### config.mk
export PLATFORM = sky130hd
export DESIGN_NAME = process_scheduler
export DESIGN_NICKNAME = d
export VERILOG_FILES = /design/src/rtl/process_scheduler.sv
export SDC_FILE = /design/constraint.sdc
export NUM_CORES = 1
export LEC_CHECK = 0
export BUFFER_PORTS_ARGS = -buffer_cell sky130_fd_sc_hd__buf_2
export CORE_MARGIN = 2
export CORE_UTILIZATION = 55
export DETAILED_ROUTE_END_ITERATION = 7
export PLACE_DENSITY_LB_ADDON = 0.1
export SLEW_MARGIN = 20
export SYNTH_ARGS = -nofsm -noshare
export SYNTH_HDL_FRONTEND = slang
export SYNTH_SLANG_ARGS = --single-unit
### constraint.sdc
create_clock -name clk -period 4.1 [get_ports clk]
set_input_delay 1.23 -clock clk [delete_from_list [all_inputs] [get_ports clk]]
set_output_delay 1.23 -clock clk [all_outputs]
set_load 0.01 [all_outputs]
### src/rtl/process_scheduler.sv
// Round-robin process scheduler: per-slot state and saved PC, picks the next READY
// slot after a halt/block/preempt of the running process and hands its PC to the PC mux.
module process_scheduler #(
  parameter int NUM_PROC     = 4,
  parameter int PID_W        = 2,
  parameter int ADDRESS_SIZE = 32
) (
  input  logic                    clk,
  input  logic                    reset,
  input  logic                    create,
  input  logic [ADDRESS_SIZE-1:0] create_pc,
  output logic                    create_ok,
  output logic                    create_full,
  input  logic                    preempt,
  input  logic                    halt_req,
  input  logic                    block_req,
  input  logic [ADDRESS_SIZE-1:0] cur_pc,
  input  logic                    wake,
  input  logic [PID_W-1:0]        wake_pid,
  output logic                    switch_valid,
  output logic [ADDRESS_SIZE-1:0] next_pc,
  output logic [PID_W-1:0]        cur_pid,
  output logic                    idle
);
  typedef enum logic [1:0] {FREE, READY, RUNNING, BLOCKED} slot_t;
  typedef enum logic [1:0] {IDLE, SELECT, RUN} fsm_t;

  fsm_t                                  state, state_nxt;
  slot_t [NUM_PROC-1:0]                  slot_st;
  logic  [NUM_PROC-1:0][ADDRESS_SIZE-1:0] saved_pc;

  // RUN events, halt > block > preempt
  logic ev_halt, ev_block, ev_preempt, ev_any;
  assign ev_halt    = (state == RUN) && halt_req;
  assign ev_block   = (state == RUN) && block_req && !halt_req;
  assign ev_preempt = (state == RUN) && preempt && !halt_req && !block_req;
  assign ev_any     = ev_halt || ev_block || ev_preempt;

  logic             any_free, any_ready;
  logic [PID_W-1:0] free_pid;
  always_comb begin
    any_free  = 1'b0;
    any_ready = 1'b0;
    free_pid  = '0;
    for (int i = NUM_PROC - 1; i >= 0; i--) begin
      if (slot_st[i] == FREE) begin
        any_free = 1'b1;
        free_pid = PID_W'(i);
      end
      if (slot_st[i] == READY) any_ready = 1'b1;
    end
  end

  // Search starts just past the current slot and ends on it, so a lone
  // preempted process is re-dispatched.
  logic             found;
  logic [PID_W-1:0] sel_pid, probe;
  always_comb begin
    found   = 1'b0;
    sel_pid = cur_pid;
    probe   = cur_pid;
    for (int k = 1; k <= NUM_PROC; k++) begin
      probe = cur_pid + PID_W'(k);
      if (!found && slot_st[probe] == READY) begin
        found   = 1'b1;
        sel_pid = probe;
      end
    end
  end

  logic dispatch;
  assign dispatch = (state == SELECT) && found;

  always_comb begin
    state_nxt = state;
    case (state)
      IDLE:    if (any_ready) state_nxt = SELECT;
      SELECT:  state_nxt = found ? RUN : IDLE;
      RUN:     if (ev_any) state_nxt = SELECT;
      default: state_nxt = IDLE;
    endcase
  end

  always_ff @(posedge clk or negedge reset) begin
    if (!reset) state <= IDLE;
    else        state <= state_nxt;
  end

  // Per-slot state; the update sources are mutually exclusive by slot state.
  for (genvar i = 0; i < NUM_PROC; i++) begin : g_slot
    slot_t                   st;
    logic [ADDRESS_SIZE-1:0] pc;
    logic                    is_cur, create_hit, wake_hit, pick_hit;

    assign is_cur     = (cur_pid == PID_W'(i));
    assign create_hit = create && any_free && (free_pid == PID_W'(i));
    assign wake_hit   = wake && (wake_pid == PID_W'(i)) && (st == BLOCKED);
    assign pick_hit   = dispatch && (sel_pid == PID_W'(i));

    always_ff @(posedge clk or negedge reset) begin
      if (!reset) begin
        st <= FREE;
        pc <= '0;
      end else if (create_hit) begin
        st <= READY;
        pc <= create_pc;
      end else if (wake_hit) begin
        st <= READY;
      end else if (pick_hit) begin
        st <= RUNNING;
      end else if (is_cur && ev_halt) begin
        st <= FREE;
      end else if (is_cur && ev_block) begin
        st <= BLOCKED;
        pc <= cur_pc;
      end else if (is_cur && ev_preempt) begin
        st <= READY;
        pc <= cur_pc;
      end
    end

    assign slot_st[i]  = st;
    assign saved_pc[i] = pc;
  end

  always_ff @(posedge clk or negedge reset) begin
    if (!reset) begin
      cur_pid      <= '0;
      next_pc      <= '0;
      switch_valid <= 1'b0;
      idle         <= 1'b1;
      create_ok    <= 1'b0;
      create_full  <= 1'b0;
    end else begin
      switch_valid <= dispatch;
      create_ok    <= create && any_free;
      create_full  <= create && !any_free;
      if (dispatch) begin
        cur_pid <= sel_pid;
        next_pc <= saved_pc[sel_pid];
        idle    <= 1'b0;
      end else if (state == SELECT) begin
        idle    <= 1'b1;
      end
    end
  end
endmodule

==> reports/qor.yml <==
critical_path:
  critPathCapture: "next_pc[0]$_DFFE_PN0N_"
  cp-start-kind: "register"
  cp.depth: 7
  rr_endpoint: "next_pc[0]$_DFFE_PN0N_"
  critPathMaxFanout: 21
  critPathMaxStageDelay_ns: 0.66
  path_buf_inv: 2
  slowest_stage: "dfrtp_1"
  timing.critical_path.from: "cur_pid[0]$_DFFE_PN0N_"
  r2r_setup_slack_ns: 0.80
  path_delay_family: "compound AO/OA/AOI/OAI gates"
  r2r-start: "cur_pid[0]$_DFFE_PN0N_"
  cp.arrival_ns: 3.58
  end_kind: "register"
  cp_cell_sequence: "inv_1, ha_1, mux4_2, o211a_4, o21ai_4, buf_12, o221ai_1"
  crit_required_ns: 4.39
  reg2regPathDepth: 7
  critical_path_class: "reg2reg"
global_routing:
  first_global_vias: 7412
  antenna_found_initial: 1
  grt_pass1_wl_um: 38300
  overflow: 0
  grt_use_total_pct: 27.4
  grt_max_degree: 87
place:
  place_hpwl_um: 14800
  place_congestion: 0.849
  place_area_um2: 9990
  numPortBuffers: 110
yosys:
  synth_edf_count: 0
  synthArstFlopShare_pct: 100
  netlist_area_um2: 9270
  synth_cell_types: 56
  avgSynthCellArea_um2: 10.7
  yosysSeqAreaShare_pct: 47.5
  yosys_most_used_dff: "dfrtp_1"
  ys_seq_elements: 176
  yosysWarnings: 0
  syn_inst: 866
  syn_nets: 943
clocking:
  clockRootBuffer: "clkbuf_16"
  cts.sinks: 176
  cts_buffers: 17
  clk_path_buf_depth: 2
  cts_tree: "yes"
  cts_setup_buffers: 0
  h-tree-depth: 4
  hold_buffers: 0
  cts_resized: 0
  cts.reportedPaths.clkPinSlew_ns: 0.07
  clk_latency_ns: 0.43
route:
  drtPass1Iterations: 5
  vias_per_cell: 5.96
  wl_um: 23600
  drt_first_iter_violations: 525
  antenna_left: 0
  vias: 7085
  avgRoutedWirePerCell_um: 19.9
  remaining_drc_errors: 0
sta:
  final-setup-viol-count: 0
  finalCritPeriodShare_pct: 80.4
  fmax_mhz: 303
  finalHoldViolCount: 0
  layout_min_cycle_time_ns: 3.30
  final_max_slew_viol_count: 0
  slew_headroom_pct: 37.9
  fin_setup_tns_ns: 0
  skew_ns: 0.00668
  grt_setup_unrepaired: "no"
  worst_slew_pin_slew_ns: 0.931
floorplanning:
  dieWidth_um: 134
  io_pins: 111
  initial_core_util_pct: 56.1
  die_h_um: 134
  num_rows: 47
  core_area_um2: 16500
  die_area_um2: 17900
flow_run:
  maxCapViolCount: 0
power:
  ir_drop_mv: 0.366
  power.density_nw_per_um2: 621
  leakage_nw: 4.96
run_status:
  outcome: "completed"
layout:
  drive_gt1_share_pct: 22.6
  nets: 1032
  post-route-cell-area_um2: 10700
  area_growth_pct: 15.3
  fillers: 1320
min_path:
  hold_path_class: "reg2reg"
  hold_depth: 2
==> worst register-to-register path: stages (launching register included) <==
cell and delay, ns:
dfrtp_1 0.66, inv_1 0.21, ha_1 0.42, mux4_2 0.58, o211a_4 0.28, o21ai_4 0.56, buf_12 0.31, o221ai_1 0.14
==> report_power, final <==
| part | internal, mW | total, mW | switching [mW] | leakage, nW |
|---|---|---|---|---|
| Clock | 1.12 | 1.82 | 0.694 | 0.328 |
| Sequential | 2.22 | 2.54 | 0.318 | 2.30 |
| Combinational | 0.900 | 2.28 | 1.38 | 2.33 |
==> cell families (layout without fill, tap and decap cells) <==
kind of cell    Yosys count  in the layout  share of synthesized area [%]
compound gates          207            207                           16.2
fa+ha+maj                 4              4                          0.540
other cells               0              1                              0
simple gates            219            219                           10.7
mux                     194            194                           21.1
flops                   176            176                           47.5
buf+inv                  66            168                           3.91
==> cell usage in the layout (no fill, tap or decap), types with 3 or more instances in the layout <==
master and instances:
clkbuf_16 17, mux2i_1 193, nor2_1 71, buf_12 3, nand4_1 4, buf_2 109
nand2_1 107, inv_1 4, a31oi_1 3, nor3_1 4, ha_1 4, nand2b_1 6
nor3b_1 3, o211ai_1 5, clkinv_2 4, nor2b_1 7, dfrtp_1 175, buf_4 17
o221ai_2 31, a31o_2 4, a21oi_1 72, bufinv_16 5, o21ai_0 67
==> per-layer routing <==
layer | part of all wire [%] | vias to the layer above | global-route usage, %
met5 | 0 | - | 0
met3 | 4.9 | 44 | 4.76
met4 | 2.3 | 0 | 10.2
met2 | 49 | 204 | 46.5
li1 | - | 3297 | -
met1 | 43 | 3540 | 35.4
==> flip-flops by register name, summed over array words and instances, names as in the netlist <==
signal	count
switch_valid	1
next_pc	32
cur_pid	2
g_slot.st	8
create_ok	1
idle	1
create_full	1
state	2
g_slot.pc	128
==> worst min path at each step <==
stage / from / endpoint / slack (ns)
final: next_pc[7]$_DFFE_PN0N_ / next_pc[7]$_DFFE_PN0N_ / 0.48
after global routing: g_slot[1].pc[20]$_DFFE_PN0P_ / g_slot[1].pc[20]$_DFFE_PN0P_ / 0.51
after CTS: g_slot[1].pc[12]$_DFFE_PN0P_ / g_slot[1].pc[12]$_DFFE_PN0P_ / 0.49
after detailed placement: next_pc[29]$_DFFE_PN0N_ / next_pc[29]$_DFFE_PN0N_ / 0.47
after global placement: state[0]$_DFFE_PN0P_ / state[0]$_DFFE_PN0P_ / 0.45
after floorplan: state[0]$_DFFE_PN0P_ / state[0]$_DFFE_PN0P_ / 0.44
==> through the flow <==
| stage | total power [mW] | cells | setup slack (ns) | util [%] | hold slack, ns |
|---|---|---|---|---|---|
| 4_1_cts | 6.66 | 1187 | 0.844 | 64.5 | 0.485 |
| 2_1_floorplan | 4.10 | 866 | 1.52 | - | 0.440 |
| 6_report | 6.64 | 1189 | 0.803 | 64.7 | 0.484 |
| 3_3_place_gp | 4.72 | 1155 | 0.856 | 60.5 | 0.454 |
| 5_1_grt | 7.02 | 1189 | 0.700 | 64.7 | 0.507 |
| 3_5_place_dp | 4.82 | 1155 | 0.755 | 60.5 | 0.470 |
==> Yosys cell counts (7+ instances only) <==
cell      count  share of area, %
clkbuf_1     17              0.69
nor2_1       71               2.9
nand2b_1      7              0.47
a21oi_1      72               3.9
nand2_1     108               4.4
buf_6         9               1.1
dfrtp_1     175                47
buf_2        31               1.7
nor2b_1       7              0.47
mux2i_1     193                21
o221ai_2     31               5.0
o21ai_0      67               3.6
==> final cells by class <==
type	instances	area (µm²)	share of cell area, %
clock buffer	20	457	4.27
timing repair buffer	131	772	7.22
tap	220	275	2.58
sequential	176	4410	41.2
clock inverter	12	205	1.92
multi-input combinational	624	4550	42.6
inverter	5	20.0	0.187
antenna	1	2.50	0.0234
(Power assumes the default switching activity.)
